## config.mk

```make
export PLATFORM = sky130hd
export DESIGN_NAME = regfile_writeback_flat
export DESIGN_NICKNAME = d
export VERILOG_FILES = /design/src/rtl/regfile_writeback_pkg.sv /design/src/rtl/regfile_writeback_if.sv /design/src/rtl/regfile_writeback_wb_fifo.sv /design/src/rtl/regfile_writeback.sv /design/src/flat_wrapper.sv
export SDC_FILE = /design/constraint.sdc
export NUM_CORES = 1
export LEC_CHECK = 0
export BUFFER_PORTS_ARGS = -buffer_cell sky130_fd_sc_hd__buf_2
export CAP_MARGIN = 30
export CORE_ASPECT_RATIO = 0.6
export CORE_UTILIZATION = 55
export CTS_CLUSTER_DIAMETER = 60
export DETAILED_ROUTE_END_ITERATION = 8
export PLACE_DENSITY = 0.79
export SETUP_SLACK_MARGIN = 0.15
export SLEW_MARGIN = 10
export SYNTH_ARGS = -nofsm -noshare
export SYNTH_HDL_FRONTEND = slang
export SYNTH_SLANG_ARGS = --single-unit
```

## constraint.sdc

```tcl
create_clock -name CLK -period 3.8 [get_ports CLK]
set_clock_uncertainty 0.15 [all_clocks]
set_input_delay 0.38 -clock CLK [delete_from_list [all_inputs] [get_ports CLK]]
set_output_delay 0.38 -clock CLK [all_outputs]
set_load 0.05 [all_outputs]
```

## src/rtl/regfile_writeback_pkg.sv

```systemverilog
// regfile_writeback_pkg: shared widths and the write-back entry type.
// Holds XLEN, register-address width, register count and the {rd, data}
// record that flows through the load FIFO and the write-port selector.
package regfile_writeback_pkg;
    localparam int XLEN       = 32;
    localparam int REG_ADDR_W = 5;
    localparam int NUM_REGS   = 32;

    typedef struct packed {
        logic [REG_ADDR_W-1:0] rd;
        logic [XLEN-1:0]       data;
    } wb_entry_t;
endpackage

```

## src/rtl/regfile_writeback_if.sv

```systemverilog
// regfile_writeback_if: bundle of all write-back traffic around the block.
// master side drives ALU/load results, issue info and scoreboard queries;
// slave side (the write-back unit) returns ld_ready, busy bits, the
// registered register-file write port and the sticky ld_overflow flag.
interface regfile_writeback_if;
    import regfile_writeback_pkg::*;

    logic                  alu_valid;
    logic [REG_ADDR_W-1:0] alu_rd;
    logic [XLEN-1:0]       alu_data;
    logic                  ld_valid;
    logic                  ld_ready;
    logic [REG_ADDR_W-1:0] ld_rd;
    logic [XLEN-1:0]       ld_data;
    logic                  iss_valid;
    logic [REG_ADDR_W-1:0] iss_rd;
    logic [REG_ADDR_W-1:0] rs1_q;
    logic [REG_ADDR_W-1:0] rs2_q;
    logic                  busy_rs1;
    logic                  busy_rs2;
    logic                  wr_regfile;
    logic [XLEN-1:0]       wr_regfile_data;
    logic [REG_ADDR_W-1:0] rd;
    logic                  ld_overflow;

    modport master (
        output alu_valid, alu_rd, alu_data, ld_valid, ld_rd, ld_data,
               iss_valid, iss_rd, rs1_q, rs2_q,
        input  ld_ready, busy_rs1, busy_rs2, wr_regfile, wr_regfile_data,
               rd, ld_overflow
    );

    modport slave (
        input  alu_valid, alu_rd, alu_data, ld_valid, ld_rd, ld_data,
               iss_valid, iss_rd, rs1_q, rs2_q,
        output ld_ready, busy_rs1, busy_rs2, wr_regfile, wr_regfile_data,
               rd, ld_overflow
    );
endinterface

```

## src/rtl/regfile_writeback_wb_fifo.sv

```systemverilog
// wb_fifo: synchronous FIFO buffering load results.
// Ports: i_clk, i_rst_n (async active-low), i_push/i_pop (ignored when
// full/empty respectively), i_din, o_full, o_empty, o_head (oldest entry).
module wb_fifo #(
    parameter int DEPTH = 2,
    parameter int W     = 37
) (
    input  logic         i_clk,
    input  logic         i_rst_n,
    input  logic         i_push,
    input  logic         i_pop,
    input  logic [W-1:0] i_din,
    output logic         o_full,
    output logic         o_empty,
    output logic [W-1:0] o_head
);
    localparam int AW = $clog2(DEPTH);

    logic [W-1:0] r_mem [DEPTH];
    logic [AW:0]  r_wp;
    logic [AW:0]  r_rp;
    logic         w_push;
    logic         w_pop;

    // Extra pointer MSB distinguishes full from empty when low bits match.
    assign o_full  = (r_wp[AW] != r_rp[AW]) && (r_wp[AW-1:0] == r_rp[AW-1:0]);
    assign o_empty = r_wp == r_rp;
    assign o_head  = r_mem[r_rp[AW-1:0]];
    assign w_push  = i_push && !o_full;
    assign w_pop   = i_pop && !o_empty;

    always_ff @(posedge i_clk or negedge i_rst_n) begin
        if (!i_rst_n) begin
            r_wp <= '0;
            r_rp <= '0;
        end else begin
            if (w_push) r_wp <= r_wp + 1'b1;
            if (w_pop)  r_rp <= r_rp + 1'b1;
        end
    end

    always_ff @(posedge i_clk) begin
        if (w_push) r_mem[r_wp[AW-1:0]] <= i_din;
    end
endmodule

```

## src/rtl/regfile_writeback.sv

```systemverilog
// regfile_writeback: merges ALU and load results onto the register-file write port.
// Ports: CLK, RST_X (async active-low), bus (slave modport) carrying ALU and
// load inputs, issue/scoreboard queries, ld_ready, busy_rs1/2, the registered
// write port (wr_regfile, wr_regfile_data, rd) and sticky ld_overflow.
module regfile_writeback
    import regfile_writeback_pkg::*;
#(
    parameter int LD_DEPTH = 2
) (
    input logic                 CLK,
    input logic                 RST_X,
    regfile_writeback_if.slave  bus
);
    wb_entry_t             w_head;
    wb_entry_t             w_sel;
    logic                  w_full;
    logic                  w_empty;
    logic                  w_sel_valid;
    logic                  w_pop;
    logic [NUM_REGS-1:0]   w_set;
    logic [NUM_REGS-1:0]   w_clr;
    logic                  r_wr;
    logic [REG_ADDR_W-1:0] r_rd;
    logic [XLEN-1:0]       r_data;
    logic [NUM_REGS-1:0]   r_sb;
    logic                  r_ovf;

    wb_fifo #(.DEPTH(LD_DEPTH), .W($bits(wb_entry_t))) u_fifo (
        .i_clk   (CLK),
        .i_rst_n (RST_X),
        .i_push  (bus.ld_valid),
        .i_pop   (w_pop),
        .i_din   ({bus.ld_rd, bus.ld_data}),
        .o_full  (w_full),
        .o_empty (w_empty),
        .o_head  (w_head)
    );

    // ALU always wins the port; the FIFO drains only in ALU-idle cycles.
    assign w_pop       = !bus.alu_valid && !w_empty;
    assign w_sel_valid = bus.alu_valid || !w_empty;
    assign w_sel       = bus.alu_valid ? wb_entry_t'{bus.alu_rd, bus.alu_data} : w_head;
    assign w_set       = (bus.iss_valid && bus.iss_rd != '0) ? NUM_REGS'(1) << bus.iss_rd : '0;
    assign w_clr       = w_sel_valid ? NUM_REGS'(1) << w_sel.rd : '0;

    always_ff @(posedge CLK or negedge RST_X) begin
        if (!RST_X) begin
            r_wr   <= 1'b0;
            r_rd   <= '0;
            r_data <= '0;
            r_sb   <= '0;
            r_ovf  <= 1'b0;
        end else begin
            r_wr <= w_sel_valid && w_sel.rd != '0;
            if (w_sel_valid) begin
                r_rd   <= w_sel.rd;
                r_data <= w_sel.data;
            end
            // Set after clear: a newly issued producer is younger than the retiring one.
            r_sb <= (r_sb & ~w_clr) | w_set;
            if (bus.ld_valid && w_full) r_ovf <= 1'b1;
        end
    end

    // The write being presented now commits on the next negedge, so it still counts as busy.
    assign bus.busy_rs1        = r_sb[bus.rs1_q] || (r_wr && r_rd == bus.rs1_q);
    assign bus.busy_rs2        = r_sb[bus.rs2_q] || (r_wr && r_rd == bus.rs2_q);
    assign bus.ld_ready        = !w_full;
    assign bus.wr_regfile      = r_wr;
    assign bus.wr_regfile_data = r_data;
    assign bus.rd              = r_rd;
    assign bus.ld_overflow     = r_ovf;
endmodule

```

## src/flat_wrapper.sv

```systemverilog
// flat-port wrapper written by rule: the top's interface ports become plain ports
module regfile_writeback_flat import regfile_writeback_pkg::*;
#(
    parameter int LD_DEPTH = 2
)
  (CLK, RST_X, bus_alu_valid, bus_alu_rd, bus_alu_data, bus_ld_valid, bus_ld_rd, bus_ld_data, bus_iss_valid, bus_iss_rd, bus_rs1_q, bus_rs2_q, bus_ld_ready, bus_busy_rs1, bus_busy_rs2, bus_wr_regfile, bus_wr_regfile_data, bus_rd, bus_ld_overflow);
  regfile_writeback_if bus_i ();
  input logic CLK;
  input logic RST_X;
  input wire logic [$bits(bus_i.alu_valid)-1:0] bus_alu_valid;
  input wire logic [$bits(bus_i.alu_rd)-1:0] bus_alu_rd;
  input wire logic [$bits(bus_i.alu_data)-1:0] bus_alu_data;
  input wire logic [$bits(bus_i.ld_valid)-1:0] bus_ld_valid;
  input wire logic [$bits(bus_i.ld_rd)-1:0] bus_ld_rd;
  input wire logic [$bits(bus_i.ld_data)-1:0] bus_ld_data;
  input wire logic [$bits(bus_i.iss_valid)-1:0] bus_iss_valid;
  input wire logic [$bits(bus_i.iss_rd)-1:0] bus_iss_rd;
  input wire logic [$bits(bus_i.rs1_q)-1:0] bus_rs1_q;
  input wire logic [$bits(bus_i.rs2_q)-1:0] bus_rs2_q;
  output wire logic [$bits(bus_i.ld_ready)-1:0] bus_ld_ready;
  output wire logic [$bits(bus_i.busy_rs1)-1:0] bus_busy_rs1;
  output wire logic [$bits(bus_i.busy_rs2)-1:0] bus_busy_rs2;
  output wire logic [$bits(bus_i.wr_regfile)-1:0] bus_wr_regfile;
  output wire logic [$bits(bus_i.wr_regfile_data)-1:0] bus_wr_regfile_data;
  output wire logic [$bits(bus_i.rd)-1:0] bus_rd;
  output wire logic [$bits(bus_i.ld_overflow)-1:0] bus_ld_overflow;
  assign bus_i.alu_valid = bus_alu_valid;
  assign bus_i.alu_rd = bus_alu_rd;
  assign bus_i.alu_data = bus_alu_data;
  assign bus_i.ld_valid = bus_ld_valid;
  assign bus_i.ld_rd = bus_ld_rd;
  assign bus_i.ld_data = bus_ld_data;
  assign bus_i.iss_valid = bus_iss_valid;
  assign bus_i.iss_rd = bus_iss_rd;
  assign bus_i.rs1_q = bus_rs1_q;
  assign bus_i.rs2_q = bus_rs2_q;
  assign bus_ld_ready = bus_i.ld_ready;
  assign bus_busy_rs1 = bus_i.busy_rs1;
  assign bus_busy_rs2 = bus_i.busy_rs2;
  assign bus_wr_regfile = bus_i.wr_regfile;
  assign bus_wr_regfile_data = bus_i.wr_regfile_data;
  assign bus_rd = bus_i.rd;
  assign bus_ld_overflow = bus_i.ld_overflow;
  regfile_writeback #(.LD_DEPTH(LD_DEPTH)) u_core (.CLK(CLK), .RST_X(RST_X), .bus(bus_i));
endmodule
```

### Yosys cells after proc, flatten, opt, wreduce, memory -nomap -nowiden

Memories as Yosys holds them, arrays and structs flattened.
Cells that the tools add are included.

* $add $sub $neg: 2
* order comparisons: 2
* eq/ne operators: 5
* shifts and indexed selects: 2
* muxes and demuxes: 9
* bitwise gates (word level): 3
* reduce and logical (&&, ||, !) cells: 17

Operators by type and width (count)
* 2-to-1 mux 32 bit: 2
* << shifter 1 x 5 -> 32 bit, first input constant: 2
* 2-to-1 mux 37 bit: 1
* bitwise AND 32 bit: 1
* inverter 32 bit: 1
* OR 32 bit: 1
* less-than comparator 5 x 6 -> 1 bit, second input constant: 2
* binary-select mux 1 bit (select 5 bit): 2
* equality test 5 bit: 2
* nonzero test 5 bit: 2
* logical AND 1 bit: 9
* adder 2 x 1 -> 2 bit, second input constant: 2
* 2-to-1 mux 1 bit: 4
* logical NOT 1 bit: 3
* logical OR 1 bit: 3
* equality test 2 bit: 1
* equality test 1 bit: 1
* != test 1 bit: 1

* register bits: 75
* RAM bits: 74
* input bits: 94
* memories kept: 1

Memory list
* u_core.u_fifo.r_mem: depth 2, bits a word 37, rd ports 1, clocked after memory_dff 0, wr ports 1, RTL line regfile_writeback_wb_fifo.sv:19 `logic [W-1:0] r_mem [DEPTH];`

### Logic depth before layout (Yosys ltp)

Gate-level depths: netlist of the first run.

* depth after elaboration: 7
* mapped depth: 7
* depth with buffers taken out: 5

### Modules after synthesis

A second synthesis of the first run with hierarchy kept.

* cells, all modules: 527
* area total of the unflattened synthesis: 6962.9 um^2

By module, submodules not included
* regfile_writeback: instances 1, cells an instance 384, area an instance 4001.3 um^2, seq. area each 1776.7 um^2
* wb_fifo: instances 1, cells an instance 143, area an instance 2961.6 um^2, seq. area each 2322.2 um^2

### Least setup slack after synthesis of the first run

No wires, ideal clock.

* path kind: register to register
* from: register u_core.u_fifo.r_rp[0]
* to: memory u_core.u_fifo.r_mem[0][0] (enable)
* setup time: 0.431 ns
* data arrival time: 2.914 ns
* required time: 3.219 ns
* path slack: 0.305 ns
* stages on the path, launching flop included: 6
* buffers on the path: 1
* period minus slack after synthesis: 3.495 ns
* cell sequence: dfrtp_1 buf_4 xor2_1 or2b_1 nand2_1 nor2_1

* cells in the longest elaborated chain, start to end: 6

RTL lines
* start: declaration: RTL line regfile_writeback_wb_fifo.sv:21 `logic [AW:0] r_rp;`
* start signal: assignment: RTL line regfile_writeback_wb_fifo.sv:38 `if (w_pop) r_rp <= r_rp + 1'b1;`
* equality test 1 bit: RTL line regfile_writeback_wb_fifo.sv:26 `assign o_full = (r_wp[AW] != r_rp[AW]) && (r_wp[AW-1:0] == r_rp[AW-1:0]);`
* logical AND 1 bit: RTL line regfile_writeback_wb_fifo.sv:26
* logical NOT 1 bit
* named net bus_ld_ready: RTL line flat_wrapper.sv:20 `output wire logic [$bits(bus_i.ld_ready)-1:0] bus_ld_ready;`
* logical AND 1 bit: RTL line regfile_writeback_wb_fifo.sv:29 `assign w_push = i_push && !o_full;`
* 2-to-1 mux 1 bit: RTL line regfile_writeback_wb_fifo.sv:43 `if (w_push) r_mem[r_wp[AW-1:0]] <= i_din;`
* 2-to-1 mux 1 bit (not written as such): RTL line regfile_writeback_wb_fifo.sv:43
* end: declaration: RTL line regfile_writeback_wb_fifo.sv:19

The timed path passes the listed nets, and every way through them passes these cells.

### Worst setup path after layout of the first run

* from: register u_core.u_fifo.r_rp[0]
* to: register u_core.r_sb[17]

* cells in the longest elaborated chain, start to end: 7

RTL lines
* memory (2 x 37 bit) or equality test 2 bit (tied branches)
* 2-to-1 mux 37 bit or logical NOT 1 bit (tied branches): RTL line regfile_writeback.sv:42, regfile_writeback.sv:41
* << shifter 1 x 5 -> 32 bit or logical OR 1 bit (tied branches): RTL line regfile_writeback.sv:44, regfile_writeback.sv:41
* 2-to-1 mux 32 bit (*): RTL line regfile_writeback.sv:44 `assign w_clr = w_sel_valid ? NUM_REGS'(1) << w_sel.rd : '0;`
* inverter 32 bit (*): RTL line regfile_writeback.sv:60 `r_sb <= (r_sb & ~w_clr) | w_set;`
* bitwise AND 32 bit (*): RTL line regfile_writeback.sv:60
* OR 32 bit (*): RTL line regfile_writeback.sv:60
* end signal: assignment: RTL line regfile_writeback.sv:60
* end: declaration: RTL line regfile_writeback.sv:25 `logic [NUM_REGS-1:0] r_sb;`

Mark *: on every way between the ends. The rest lies on a longest branch, timed or not.
A chain may end at the register's enable or synchronous reset.

==> results.yml, run 1 <==
pwr:
  design_power_total_mw: 7.38
  vdd_drop_max_v: 0.000613
  power_leakage_nw: 3.41
  powerDensity_nw_per_um2: 892
floorplan:
  coreArea_um2: 11400
  die_area_um2: 12400
  std_cell_rows: 30
  pin_count: 136
  fp.dieW_um: 143
  dieHeight_um: 86.7
  start_util: 0.574
cts:
  cts_buffers: 17
  cts_resized: 0
  clock_path_buffers: 2
  clk_latency_ps: 410
  h-tree-depth: 4
  root_buffer: "clkbuf_16"
  clock-sinks: 149
  cts_tree: "done"
  cts.clk_slew.worst_paths_ps: 60
routing:
  avgViaCountPerCell: 5.78
  final_antenna_net_count: 0
  wire_per_inst_um: 19.7
  firstDrtPassIters: 7
  drtIter0Drc: 527
  totalWireLength_um: 17000
  via_count: 4980
  drc_errors: 0
synthesis:
  netlist_area_um2: 6570
  postSynth.asyncResetShare: 0.503
  syn-instance-count: 537
  syn_area_per_cell_um2: 12.2
  ys_seq_elements: 149
  synth_cell_types: 40
  synth.area.top_cells: "edfxtp_1 (34%), dfrtp_1 (29%), mux2i_1 (5.8%)"
  synth_edf_count: 74
  yosysWarnings: 0
  synthFlopType: "dfrtp_1"
  syn_nets: 631
  yosysSeqAreaShare: 0.624
  synth.top_cell.area_share: 0.338
  synth_common_cells: "dfrtp_1 (75), o21ai_0 (75), edfxtp_1 (74)"
  yosys.area.top_type: "edfxtp_1"
sta:
  period_share: 0.759
  rsz0062_at_grt: "no"
  drv_slew: 0
  finalSetupTns_ps: 0
  hold_viol_final: 0
  slew_headroom: 0.469
  period_needed_ps: 2880
  setup_viol: 0
  worstMarginPinSlew_ps: 796
  max_freq_mhz: 347
critical_path:
  cp.arrival_ps: 3020
  crit_type: "reg -> reg"
  required_ps: 3940
  crit_fanout: 24
  worstSetupEndpointType: "flip-flop"
  cp-start-kind: "flip-flop"
global_routing:
  overflow: 0
  grt_pass1_wl_um: 26200
  grt_use_total: 0.290
  antenna_found_initial: 0
  grt_max_degree: 76
  grt_pass1_vias: 4786
cells_and_area:
  nets: 782
  fin_util: 0.722
  drive_above_1_share: 0.294
  fillers: 781
  area_growth_syn_to_layout_pct: 25.7
  antenna_cells: 0
min_path:
  min_path_type: "in -> reg"
placed_design:
  dp_hpwl_um: 11700
  io_buffer_count: 135
  globalplace.congestion: 0.976
status:
  status: "complete, no violations"
run:
  max_cap_violations: 0
## worst max-delay path, stage by stage, from the launching register on
cell and delay (ps):
dfrtp_2 680, buf_4 470, mux2i_1 340, o21ai_1 180, or4_1 630, o21ai_1 190, o21ai_1 110
## path summary, 6_finish.rpt
kind	startpoint	slack (ps)	cells after the start	endpoint
min reg2reg	u_core.bus.wr_regfile_data[18]	330	2	u_core.bus.wr_regfile_data[18]
min in group asynchronous	RST_X	240	2	u_core.bus.wr_regfile_data[17]
min	bus_ld_data[18]	8	1	u_core.u_fifo.r_mem[1][18]
max in group asynchronous	RST_X	2650	3	u_core.u_fifo.r_rp[0]
max reg2reg	u_core.u_fifo.r_rp[0]	920	6	u_core.r_sb[17]
max	u_core.u_fifo.r_rp[0]	920	6	u_core.r_sb[17]
## area by class of cell
cell class                 instances  area (um2)  area share
inverter                           4        15.0     0.00182
tap                              160         200      0.0242
clock inverter                    12         176      0.0213
timing repair buffer             162         976       0.118
clock buffer                      20         457      0.0553
multi-input combinational        354        2340       0.283
sequential                       149        4100       0.496
## where the power goes
part | switching [mW] | leakage [nW] | total [mW] | internal [mW]
clock | 0.666 | 0.307 | 1.80 | 1.14
sequential | 0.485 | 1.60 | 2.86 | 2.38
combinational | 1.85 | 1.51 | 2.71 | 0.862
total | 3.00 | 3.41 | 7.38 | 4.38
## layout by cell type, fill, tap and decap left out, types with 2 or more instances in the layout
| master | synthesis | routed |
|---|---|---|
| dfrtp_1 | 75 | 74 |
| o21a_1 | 5 | 5 |
| a31oi_1 | 3 | 3 |
| clkbuf_16 | 0 | 17 |
| buf_12 | 0 | 2 |
| clkbuf_8 | 0 | 2 |
| a21oi_1 | 36 | 36 |
| xor2_1 | 10 | 10 |
| dlygate4sd3_1 | 0 | 20 |
| mux2i_1 | 38 | 38 |
| nand2b_1 | 2 | 2 |
| buf_2 | 8 | 134 |
| nor4_1 | 2 | 2 |
| and2_1 | 2 | 2 |
| buf_4 | 1 | 5 |
| mux2_2 | 4 | 4 |
| or4_1 | 3 | 3 |
| clkinv_2 | 0 | 3 |
| nand2_1 | 52 | 52 |
| nor2_1 | 40 | 39 |
| or2_2 | 5 | 5 |
| nand3_1 | 4 | 4 |
| clkinvlp_4 | 0 | 2 |
| nand3b_1 | 6 | 6 |
| o21ai_0 | 75 | 75 |
| mux4_2 | 16 | 16 |
| edfxtp_1 | 74 | 74 |
| bufinv_16 | 0 | 4 |
| nand4_1 | 6 | 6 |
| xnor2_1 | 3 | 3 |
| inv_1 | 4 | 4 |
| inv_6 | 0 | 2 |
| a21boi_0 | 2 | 2 |
| o2111ai_1 | 2 | 2 |
| o21ai_1 | 28 | 28 |
## cells by family after synthesis
logic type / synth area share
buffers and inverters: 0.0227
flip-flops: 0.624
AO/OA/AOI/OAI: 0.121
XOR/XNOR: 0.0198
multiplexers: 0.123
AND/OR/NAND/NOR: 0.0904
## state kept, by name, summed over array words and instances (netlist names)
signal and count:
u_core.r_sb 32, u_core.u_fifo.r_wp 2, u_core.u_fifo.r_mem 74, u_core.bus.rd 5, u_core.u_fifo.r_rp 2, u_core.bus.wr_regfile_data 32
u_core.bus.wr_regfile 1, u_core.bus.ld_overflow 1
## metrics by stage
stage,setup slack [ps],cells,cell area (um2),hold WS [ps]
3_3_place_gp,1110,806,7360,306
4_1_cts,953,853,8160,0.0465
3_5_place_dp,964,807,7380,317
2_1_floorplan,305,537,6570,-65.6
6_report,916,861,8260,7.76
5_1_grt,830,861,8260,0.411
## routing by layer
layer	share of wire	routed length [um]	track usage	vias up
li1	-	-	-	2280
met1	0.44	7510	0.421	2395
met2	0.45	7560	0.420	277
met3	0.10	1700	0.0912	28
met4	0.012	196	0.0831	0
met5	0	0	0	-
## timing repair
item,CTS,global route
endpoints found under the hold margin,26,28
hold buffers,14,6
setup buffers,0,0
Note: power is estimated with default switching activity, not from simulation.
==> inputs of run 2 (changes only) <==
ABC_AREA = 1   (was default)
CORE_UTILIZATION = 50   (was 55)
PLACE_DENSITY = 0.75   (was 0.79)
clock period = 2.6 ns   (was 3.8 ns; I/O delays follow)
==> results.yml, run 2 <==
pwr:
  switching_share: 0.454
  vdd_drop_max_v: 0.000833
  powerDensity_nw_per_um2: 1180
  intPower_mw: 5.92
  switchingPower_mw: 4.92
  combPwrFrac: 0.421
  seqPwrFrac: 0.365
  clock_power_share: 0.214
  power_leakage_nw: 4.21
global_routing:
  antenna_found_initial: 0
  grt_pass1_vias: 5938
  grt_use_total: 0.284
  grt_pass1_wl_um: 31000
  overflow: 0
  grt_max_degree: 63
routing:
  firstDrtPassIters: 6
  avgViaCountPerCell: 5.28
  drtIter0Drc: 547
  wire_per_inst_um: 16.3
  final_antenna_net_count: 0
  totalWireLength_um: 19600
  drc_errors: 0
  via_count: 6353
synthesis:
  syn_nets: 892
  yosysWarnings: 0
  syn-instance-count: 798
  ys_seq_elements: 149
  synth_edf_count: 74
  synth.area.top_cells: "edfxtp_1 (32%), dfrtp_1 (27%), nand2_1 (16%)"
  netlist_area_um2: 7020
  synth_common_cells: "nand2_1 (292), nand3_1 (149), dfrtp_1 (75)"
  synth_cell_types: 30
  syn_area_per_cell_um2: 8.80
  synth.top_cell.area_share: 0.317
  yosys.area.top_type: "edfxtp_1"
  yosysSeqAreaShare: 0.584
  yosysMostFrequentCell: "nand2_1"
  synthFlopType: "dfrtp_1"
  postSynth.asyncResetShare: 0.503
cells_and_area:
  drive_above_1_share: 0.201
  stdcell_count: 1203
  most-common-layout-cells: "nand2_1 (292), nand3_1 (149), buf_2 (134), dfrtp_1 (75), edfxtp_1 (74)"
  nets: 1092
  fillers: 1094
  layout_commonest_cell: "nand2_1"
  largest_reg_flops: 74
  area_growth_syn_to_layout_pct: 30.5
  antenna_cells: 0
critical_path:
  worstSetupEndpointType: "output pin"
  cp.arrival_ps: 1820
  r2r_cells: 5
  cp-start-kind: "input pin"
  crit_type: "in -> out"
  crit_fanout: 20
  required_ps: 2190
cts:
  clk_latency_ps: 420
  cts_buffers: 17
  h-tree-depth: 4
  cts_tree: "done"
  clock-sinks: 149
  cts_resized: 0
  root_buffer: "clkbuf_16"
  clock_path_buffers: 2
  cts.clk_slew.worst_paths_ps: 60
sta:
  hold_viol_final: 0
  setup_viol: 0
  drv_slew: 0
  rsz0062_at_grt: "no"
  period_share: 0.857
  max_freq_mhz: 449
  finalSetupTns_ps: 0
  period_needed_ps: 2230
  slew_headroom: 0.516
  worstMarginPinSlew_ps: 725
status:
  status: "complete, no violations"
placed_design:
  globalplace.congestion: 0.976
  dp_hpwl_um: 12800
  io_buffer_count: 135
  dp.cells: 1100
floorplan:
  coreArea_um2: 13700
  fp.dieW_um: 155
  start_util: 0.514
  std_cell_rows: 33
  die_area_um2: 14500
  dieHeight_um: 93.8
  pin_count: 136
run:
  max_cap_violations: 0
min_path:
  min_path_type: "in -> reg"
  whs_path_depth: 4
==> run 2: cell count changes after synthesis, moves of 25 or more <==
cell,delta
mux2i_1,-38
a21oi_1,-30
nand3_1,+145
o21ai_1,-25
nand2_1,+240
o211ai_1,+34
inv_1,+50
o21ai_0,-70
==> run 2: repair_timing <==
item	4_1_cts	5_1_grt
hold buffers	71	0
hold endpoints to repair	142	0
setup buffers	0	0
endpoints found under the setup margin	0	0
==> run 2: worst paths after layout <==
check                                                     from                        endpoint  slack (ps)
max in group asynchronous                                RST_X   u_core.bus.wr_regfile_data[9]        1500
worst min-delay path                             bus_iss_rd[1]                 u_core.r_sb[17]          30
worst max register to register           u_core.u_fifo.r_rp[1]      u_core.u_fifo.r_mem[1][34]         550
worst max-delay path                              bus_rs1_q[0]                    bus_busy_rs1         370
worst min register to register  u_core.bus.wr_regfile_data[15]  u_core.bus.wr_regfile_data[15]         330
min in group asynchronous                                RST_X  u_core.bus.wr_regfile_data[24]         200
==> run 2: area by class of cell <==
| cell class | count | area (um2) | share of cell area |
|---|---|---|---|
| flip-flops and latches | 149 | 4100 | 0.447 |
| multi-input cells | 546 | 2510 | 0.274 |
| repair buffers | 221 | 1510 | 0.165 |
| clock buffers | 17 | 425 | 0.0464 |
| inverters | 63 | 240 | 0.0262 |
| well taps | 192 | 240 | 0.0262 |
| clock inverters | 15 | 135 | 0.0147 |
==> run 2: stage by stage <==
step           utilization  setup WS [ps]  total power, mW  hold slack, ps  instance area, um2
2_1_floorplan            -            230             7.10            -186                7040
3_3_place_gp         0.577            446             8.32             107                7890
3_5_place_dp         0.577            469             8.37             110                7890
4_1_cts              0.671            462             10.8            15.5                9160
5_1_grt              0.671            247             11.5            42.1                9160
6_report             0.671            371             10.8            30.8                9160
==> run 2: worst max-delay path, cell delays in order <==
cell and delay [ps]:
buf_2 320, inv_1 340, nand2_1 180, nand3_1 80, nand3_1 110, nand3_1 80
nand3_1 80, nand2_1 50, nand2_1 40, buf_2 250
==> run 2: cells by family after synthesis <==
kind of cell | Yosys count | share of synthesized area
xor+xnor | 6 | 0.00749
compound gates | 58 | 0.0579
buf+inv | 103 | 0.0611
simple gates | 482 | 0.290
flops | 149 | 0.584
==> run 2: power by group through the flow <==
stage	sequential [mW]	clock, mW	combinational [mW]
2_1_floorplan	4.93	0	2.17
3_3_place_gp	3.95	0	4.37
3_5_place_dp	3.96	0	4.41
4_1_cts	3.93	2.35	4.51
5_1_grt	4.04	2.48	4.96
6_report	3.96	2.32	4.56
==> run 2: per-layer routing <==
| layer | wire (um) | up-vias | track usage |
|---|---|---|---|
| li1 | - | 3060 | - |
| met1 | 9430 | 2949 | 0.429 |
| met2 | 8180 | 324 | 0.403 |
| met3 | 1710 | 20 | 0.0692 |
| met4 | 320 | 0 | 0.0842 |
| met5 | 0 | - | 0 |
